File: config.mk
export PLATFORM = sky130hd
export DESIGN_NAME = trap_ctrl_flat
export DESIGN_NICKNAME = d
export VERILOG_FILES = /design/src/rtl/trap_ctrl_if.sv /design/src/rtl/trap_ctrl.sv /design/src/flat_wrapper.sv
export SDC_FILE = /design/constraint.sdc
export NUM_CORES = 1
export LEC_CHECK = 0
export CAP_MARGIN = 20
export CORE_MARGIN = 5
export CORE_UTILIZATION = 42
export CTS_BUF_LIST = sky130_fd_sc_hd__clkbuf_8
export DETAILED_ROUTE_END_ITERATION = 8
export PLACE_DENSITY_LB_ADDON = 0.05
export SETUP_SLACK_MARGIN = 0.2
export SKIP_CTS_REPAIR_TIMING = 1
export SLEW_MARGIN = 40
export SYNTH_ARGS = -nofsm -noshare
export SYNTH_HDL_FRONTEND = slang
export SYNTH_SLANG_ARGS = --single-unit
File: constraint.sdc
create_clock -name clk -period 2.4 [get_ports clk]
set_input_delay 0.48 -clock clk [delete_from_list [all_inputs] [get_ports clk]]
set_output_delay 0.48 -clock clk [all_outputs]
set_load 0.05 [all_outputs]
File: src/rtl/trap_ctrl_if.sv
// Trap sequencer bus: ID/EX event inputs, CSR read-back, CSR commit pulses,
// pipeline flush/stall and the fetch redirect handshake.
interface trap_ctrl_if #(
    parameter int CNT_W = 16
);
    logic             stall_i;
    logic             ecall_i;
    logic             illegal_i;
    logic             mret_i;
    logic [31:0]      pc_idex_i;
    logic [31:0]      csr_mtvec_i;
    logic [31:0]      csr_mepc_i;
    logic             fetch_ready_i;
    logic             sys_call_en_o;
    logic             excep_en_o;
    logic             mret_en_o;
    logic             flush_o;
    logic             stall_o;
    logic             redirect_valid_o;
    logic [31:0]      redirect_pc_o;
    logic [CNT_W-1:0] trap_cnt_o;

    // master: pipeline/CSR/fetch side driving the sequencer
    modport master (
        output stall_i, ecall_i, illegal_i, mret_i, pc_idex_i,
               csr_mtvec_i, csr_mepc_i, fetch_ready_i,
        input  sys_call_en_o, excep_en_o, mret_en_o, flush_o, stall_o,
               redirect_valid_o, redirect_pc_o, trap_cnt_o
    );

    modport slave (
        input  stall_i, ecall_i, illegal_i, mret_i, pc_idex_i,
               csr_mtvec_i, csr_mepc_i, fetch_ready_i,
        output sys_call_en_o, excep_en_o, mret_en_o, flush_o, stall_o,
               redirect_valid_o, redirect_pc_o, trap_cnt_o
    );
endinterface

File: src/rtl/trap_ctrl.sv
// Trap sequencer: ID/EX event -> CSR commit pulse -> fetch redirect -> pipeline drain.
// Optional trap counter on trap_cnt_o is built only when ORV_TRAP_COUNT_EN is defined.
module trap_ctrl #(
    parameter int FLUSH_CYCLES = 2,
    parameter int CNT_W        = 16
) (
    input  logic        clk,
    input  logic        rst,
    trap_ctrl_if.slave  bus
);
    localparam int DW = $clog2(FLUSH_CYCLES + 1);

    typedef enum logic [1:0] {IDLE, COMMIT, REDIRECT, DRAIN} state_t;
    typedef enum logic [1:0] {K_NONE, K_EXC, K_ECALL, K_MRET} kind_t;

    state_t      state;
    kind_t       kind;
    kind_t       ev_kind;
    logic        ev;
    logic [DW-1:0] drain_cnt;
    logic [31:0] target;
    logic [31:0] pc_q;
    logic        pc_held;
    logic        sys_call_en;
    logic        excep_en;
    logic        mret_en;
    logic        flush;
    logic        stall;
    logic        rd_valid;
    logic        unused_bits;

    always_comb begin
        ev      = ~bus.stall_i & (bus.illegal_i | bus.ecall_i | bus.mret_i);
        ev_kind = bus.illegal_i ? K_EXC : (bus.ecall_i ? K_ECALL : K_MRET);
        target  = (kind == K_MRET) ? {bus.csr_mepc_i[31:1], 1'b0}
                                   : {bus.csr_mtvec_i[31:2], 2'b00};
    end

    always_ff @(posedge clk) begin
        if (rst) begin
            state       <= IDLE;
            kind        <= K_NONE;
            drain_cnt   <= '0;
            pc_q        <= '0;
            pc_held     <= 1'b0;
            sys_call_en <= 1'b0;
            excep_en    <= 1'b0;
            mret_en     <= 1'b0;
            flush       <= 1'b0;
            stall       <= 1'b0;
            rd_valid    <= 1'b0;
        end else begin
            case (state)
                IDLE: begin
                    if (ev) begin
                        state       <= COMMIT;
                        kind        <= ev_kind;
                        excep_en    <= (ev_kind == K_EXC);
                        sys_call_en <= (ev_kind == K_ECALL);
                        mret_en     <= (ev_kind == K_MRET);
                        flush       <= 1'b1;
                        stall       <= 1'b1;
                    end
                end
                COMMIT: begin
                    state       <= REDIRECT;
                    excep_en    <= 1'b0;
                    sys_call_en <= 1'b0;
                    mret_en     <= 1'b0;
                    rd_valid    <= 1'b1;
                end
                REDIRECT: begin
                    // CSR read-back already reflects the commit; freeze it for a stalled fetch.
                    if (!pc_held) begin
                        pc_q    <= target;
                        pc_held <= 1'b1;
                    end
                    if (bus.fetch_ready_i) begin
                        state     <= DRAIN;
                        rd_valid  <= 1'b0;
                        stall     <= 1'b0;
                        pc_held   <= 1'b0;
                        drain_cnt <= DW'(FLUSH_CYCLES);
                    end
                end
                DRAIN: begin
                    if (drain_cnt <= DW'(1)) begin
                        state     <= IDLE;
                        kind      <= K_NONE;
                        flush     <= 1'b0;
                        drain_cnt <= '0;
                    end else begin
                        drain_cnt <= drain_cnt - DW'(1);
                    end
                end
                default: state <= IDLE;
            endcase
        end
    end

    assign bus.sys_call_en_o    = sys_call_en;
    assign bus.excep_en_o       = excep_en;
    assign bus.mret_en_o        = mret_en;
    assign bus.flush_o          = flush;
    assign bus.stall_o          = stall;
    assign bus.redirect_valid_o = rd_valid;
    assign bus.redirect_pc_o    = rd_valid ? (pc_held ? pc_q : target) : 32'h0;

`ifdef ORV_TRAP_COUNT_EN
    logic [CNT_W-1:0] trap_cnt;

    always_ff @(posedge clk) begin
        if (rst)
            trap_cnt <= '0;
        else if (state == COMMIT)
            trap_cnt <= trap_cnt + CNT_W'(1);
    end

    assign bus.trap_cnt_o = trap_cnt;
`else
    assign bus.trap_cnt_o = {CNT_W{1'b0}};
`endif

    // mepc capture of pc_idex_i happens in the CSR file; the low target bits are forced
    assign unused_bits = ^{bus.pc_idex_i, bus.csr_mtvec_i[1:0], bus.csr_mepc_i[0]};
endmodule

File: src/flat_wrapper.sv
// flat-port wrapper written by rule: the top's interface ports become plain ports
module trap_ctrl_flat 
#(
    parameter int FLUSH_CYCLES = 2,
    parameter int CNT_W        = 16
)
  (clk, rst, bus_stall_i, bus_ecall_i, bus_illegal_i, bus_mret_i, bus_pc_idex_i, bus_csr_mtvec_i, bus_csr_mepc_i, bus_fetch_ready_i, bus_sys_call_en_o, bus_excep_en_o, bus_mret_en_o, bus_flush_o, bus_stall_o, bus_redirect_valid_o, bus_redirect_pc_o, bus_trap_cnt_o);
  trap_ctrl_if #(.CNT_W(CNT_W)) bus_i ();
  input  logic clk;
  input  logic rst;
  input wire logic [$bits(bus_i.stall_i)-1:0] bus_stall_i;
  input wire logic [$bits(bus_i.ecall_i)-1:0] bus_ecall_i;
  input wire logic [$bits(bus_i.illegal_i)-1:0] bus_illegal_i;
  input wire logic [$bits(bus_i.mret_i)-1:0] bus_mret_i;
  input wire logic [$bits(bus_i.pc_idex_i)-1:0] bus_pc_idex_i;
  input wire logic [$bits(bus_i.csr_mtvec_i)-1:0] bus_csr_mtvec_i;
  input wire logic [$bits(bus_i.csr_mepc_i)-1:0] bus_csr_mepc_i;
  input wire logic [$bits(bus_i.fetch_ready_i)-1:0] bus_fetch_ready_i;
  output wire logic [$bits(bus_i.sys_call_en_o)-1:0] bus_sys_call_en_o;
  output wire logic [$bits(bus_i.excep_en_o)-1:0] bus_excep_en_o;
  output wire logic [$bits(bus_i.mret_en_o)-1:0] bus_mret_en_o;
  output wire logic [$bits(bus_i.flush_o)-1:0] bus_flush_o;
  output wire logic [$bits(bus_i.stall_o)-1:0] bus_stall_o;
  output wire logic [$bits(bus_i.redirect_valid_o)-1:0] bus_redirect_valid_o;
  output wire logic [$bits(bus_i.redirect_pc_o)-1:0] bus_redirect_pc_o;
  output wire logic [$bits(bus_i.trap_cnt_o)-1:0] bus_trap_cnt_o;
  assign bus_i.stall_i = bus_stall_i;
  assign bus_i.ecall_i = bus_ecall_i;
  assign bus_i.illegal_i = bus_illegal_i;
  assign bus_i.mret_i = bus_mret_i;
  assign bus_i.pc_idex_i = bus_pc_idex_i;
  assign bus_i.csr_mtvec_i = bus_csr_mtvec_i;
  assign bus_i.csr_mepc_i = bus_csr_mepc_i;
  assign bus_i.fetch_ready_i = bus_fetch_ready_i;
  assign bus_sys_call_en_o = bus_i.sys_call_en_o;
  assign bus_excep_en_o = bus_i.excep_en_o;
  assign bus_mret_en_o = bus_i.mret_en_o;
  assign bus_flush_o = bus_i.flush_o;
  assign bus_stall_o = bus_i.stall_o;
  assign bus_redirect_valid_o = bus_i.redirect_valid_o;
  assign bus_redirect_pc_o = bus_i.redirect_pc_o;
  assign bus_trap_cnt_o = bus_i.trap_cnt_o;
  trap_ctrl #(.FLUSH_CYCLES(FLUSH_CYCLES), .CNT_W(CNT_W)) u_core (.clk(clk), .rst(rst), .bus(bus_i));
endmodule
==> impl_metrics.csv <==
group,metric,value,unit
outcome,result_of_the_run,"completed",
global_routing,grt-ovfl-total,0,
route,post-route-drc-count,0,
cells_and_area,area.growth.synth_to_final,63.7,%
job,cap_violations,0,
power_and_ir_drop,p_per_area,1180,mW/mm²
logic_synthesis,ys_ff_latch,45,
route,firstDrtPassIters,4,
sta,fmax,465,MHz
die,die_w,88.8,µm
logic_synthesis,yosys_most_used_dff,"dfxtp_1",
logic_synthesis,seq_area_frac_synth,34.5,%
die,placement_rows,28,
clocking,tritoncts.num_buffers,5,
setup_path,worst-endpoint-required,1.92,ns
placement,routabilityCongestion,0.827,
die,core_region_area,0.00599,mm²
sta,worst_clock_skew,0.00526,ns
clocking,clk_pin_slew_worst_paths,0.08,ns
placement,numPortBuffers,105,
logic_synthesis,postSynth.asyncResetShare,0,%
clocking,clock_insertion_delay_worst_skew,0.30,ns
cells_and_area,multi_input_area,0.00166,mm²
die,die-area,0.00789,mm²
cells_and_area,nets,514,
power_and_ir_drop,power_report.internal_total,0.00269,W
power_and_ir_drop,share_of_total_power_in_the_clock_network,10.1,%
sta,total_neg_setup_slack,0,ns
logic_synthesis,synthesized_area,0.00261,mm²
die,start_util,43.6,%
power_and_ir_drop,sw_frac_of_total,46.9,%
route,dr_total_vias,2589,
placement,pre_cts_slack,0.245,ns
power_and_ir_drop,peakVddDrop,0.000857,V
global_routing,grt_pass1_wl,11.0,mm
setup_path,critical_path.max_fanout,17,
clocking,cts_tree,"built",
logic_synthesis,synth_warnings,0,
logic_synthesis,fraction_of_post_synthesis_cell_area_in_the_top_cell_type_by_area,34.5,%
clocking,clock-sinks,45,
die,ios,157,
sta,slew_headroom,65.7,%
route,antenna_violating_nets_post_route,0,
die,die_h,88.8,µm
sta,worst_pin_slew,0.513,ns
cells_and_area,drive_above_1_share,21.9,%
clocking,htree_num_levels,2,
sta,setup_viol,0,
route,drt_first_iter_violations,89,
logic_synthesis,postSynthAreaPerCell,8.37,µm²
route,drt-vias-per-instance,5.37,
sta,layout_min_cycle_time,2.15,ns
global_routing,largest_net_degree_at_the_start_of_global_routing,61,
global_routing,first_global_vias,2270,
logic_synthesis,synth.cells.most_frequent,"63 x nor2_1, 61 x a211oi_1, 45 x dfxtp_1",
logic_synthesis,synthMostInstantiatedCell,"nor2_1",
sta,finalMaxSlewViolations,0,
setup_path,critical_path_arrival,1.67,ns
setup_path,timing.setup.critical_path_class,"flip-flop to primary output",
setup_path,setup.worst_path.start_class,"flip-flop",
logic_synthesis,syn-instance-count,312,
setup_path,critical_path.endpoint_type,"primary output",
cells_and_area,final.fill_count,472,
global_routing,number_of_antenna_violations_at_the_first_check_in_global_routing,0,
power_and_ir_drop,power_switching,0.00237,W
placement,dp_hpwl,5.43,mm
worst_hold_path,min-delay-path-class,"flip-flop to flip-flop",
cells_and_area,antenna-diode-count,0,
logic_synthesis,synth_edf_count,0,
clocking,clock_path_buffers,2,
power_and_ir_drop,p_seq_share,22.9,%
sta,hold_violations,0,
cells_and_area,post_route_cell_area,0.00427,mm²
clocking,root_buffer,"clkbuf_8",
sta,finalHoldWorstSlack,0.472,ns
sta,layout_setup_ws,0.249,ns
power_and_ir_drop,static-leakage-power,1.78,nW
logic_synthesis,netlist.top_cell.by_area,"dfxtp_1",
sta,layout_worst_path_cycle_share,89.6,%
logic_synthesis,ys_top_cells_by_area,"dfxtp_1 35%, a211oi_1 18%, mux2i_1 12%, nor2_1 9.1%, buf_4 4.6%",
placement,dpl-instance-area,0.00399,mm²
sta,setup_repair_after_global_routing_missed_its_margin,"yes",
logic_synthesis,netlist-cell-type-count,38,
route,route.detailed.wl_per_inst,16.4,µm
route,routed_wl,7.88,mm
power_and_ir_drop,combPwrFrac,66.9,%
cells_and_area,area.sequential,902,µm²
setup_path,worst-r2r-setup-slack,0.55,ns
global_routing,grt_use_total,17.6,%
worst max-delay path, cell delays in order, from the launching register on:
cell and delay [ns]:
dfxtp_1 0.34, nand2_2 0.08, buf_6 0.23, mux2i_1 0.18, a211oi_2 0.35, buf_12 0.18
cell families after synthesis:
kind of cell	count (synthesis)	share of synthesized area [%]
flip-flops	45	34.5
multiplexers	31	11.9
AND/OR/NAND/NOR	92	16.4
other	1	0.144
buffers and inverters	51	10.0
adder cells (fa/ha/maj)	5	2.40
AO/OA/AOI/OAI	87	24.6
sequential cells by signal, indices dropped and copies added (netlist names):
signal	count
u_core.bus.redirect_valid_o	1
u_core.bus.mret_en_o	1
u_core.bus.sys_call_en_o	1
u_core.bus.stall_o	1
u_core.bus.excep_en_o	1
u_core.state	2
u_core.drain_cnt	2
u_core.pc_q	32
u_core.bus.flush_o	1
u_core.pc_held	1
u_core.kind	2
cell usage in the layout (no fill, tap or decap), types with 2 or more instances in the layout:
cell / count
a211oi_2: 30
buf_12: 33
nand2b_1: 3
o21ai_0: 7
conb_1: 16
a21oi_1: 4
buf_4: 3
clkdlybuf4s50_1: 73
nand3_1: 2
clkbuf_8: 7
and2_1: 2
o32ai_1: 3
buf_6: 2
mux2i_1: 31
ha_1: 5
o311ai_0: 2
nand2_1: 8
o22ai_1: 2
nor2_1: 63
a211oi_1: 31
or3_1: 3
inv_1: 8
dfxtp_1: 44
worst paths after layout:
path / start / endpoint / depth (start not counted)
setup / recovery: u_core.kind[0] / bus_redirect_pc_o[5] / 5
hold / removal: u_core.bus.flush_o / u_core.bus.flush_o / 2
setup reg to reg: u_core.state[0] / u_core.pc_q[2] / 6
hold reg to reg: u_core.bus.flush_o / u_core.bus.flush_o / 2
metrics by stage:
| stage | util [%] | total power [W] | instances |
|---|---|---|---|
| 5_1_grt | 71.3 | 0.00537 | 482 |
| 6_report | 71.3 | 0.00506 | 482 |
| 4_1_cts | 68.2 | 0.00485 | 481 |
| 3_3_place_gp | 66.5 | 0.00428 | 473 |
| 2_1_floorplan | - | 0.00307 | 327 |
| 3_5_place_dp | 66.5 | 0.00434 | 473 |
metal layers:
| layer | global-route usage, % | routed length (µm) |
|---|---|---|
| met5 | 0 | 0 |
| met4 | 5.36 | 108 |
| met3 | 5.49 | 644 |
| met2 | 28.3 | 3830 |
| met1 | 22.6 | 3300 |
final cells by class:
type                            count  share of cell area (%)
Clock inverter                      1                   0.117
Multi-Input combinational cell    231                    38.9
Clock buffer                        7                    2.25
Inverter                           10                   0.878
Timing Repair Buffer              113                    34.5
Tap cell                           75                    2.20
Sequential cell                    45                    21.1
power by group through the flow:
stage | Combinational (W) | Sequential [W] | Clock, W
2_1_floorplan | 0.00184 | 0.00124 | 0
3_5_place_dp | 0.00316 | 0.00118 | 0
3_3_place_gp | 0.00312 | 0.00116 | 0
4_1_cts | 0.00317 | 0.00116 | 0.000524
5_1_grt | 0.00361 | 0.00120 | 0.000558
6_report | 0.00339 | 0.00116 | 0.000513
Note: power is estimated with default switching activity, not from simulation.
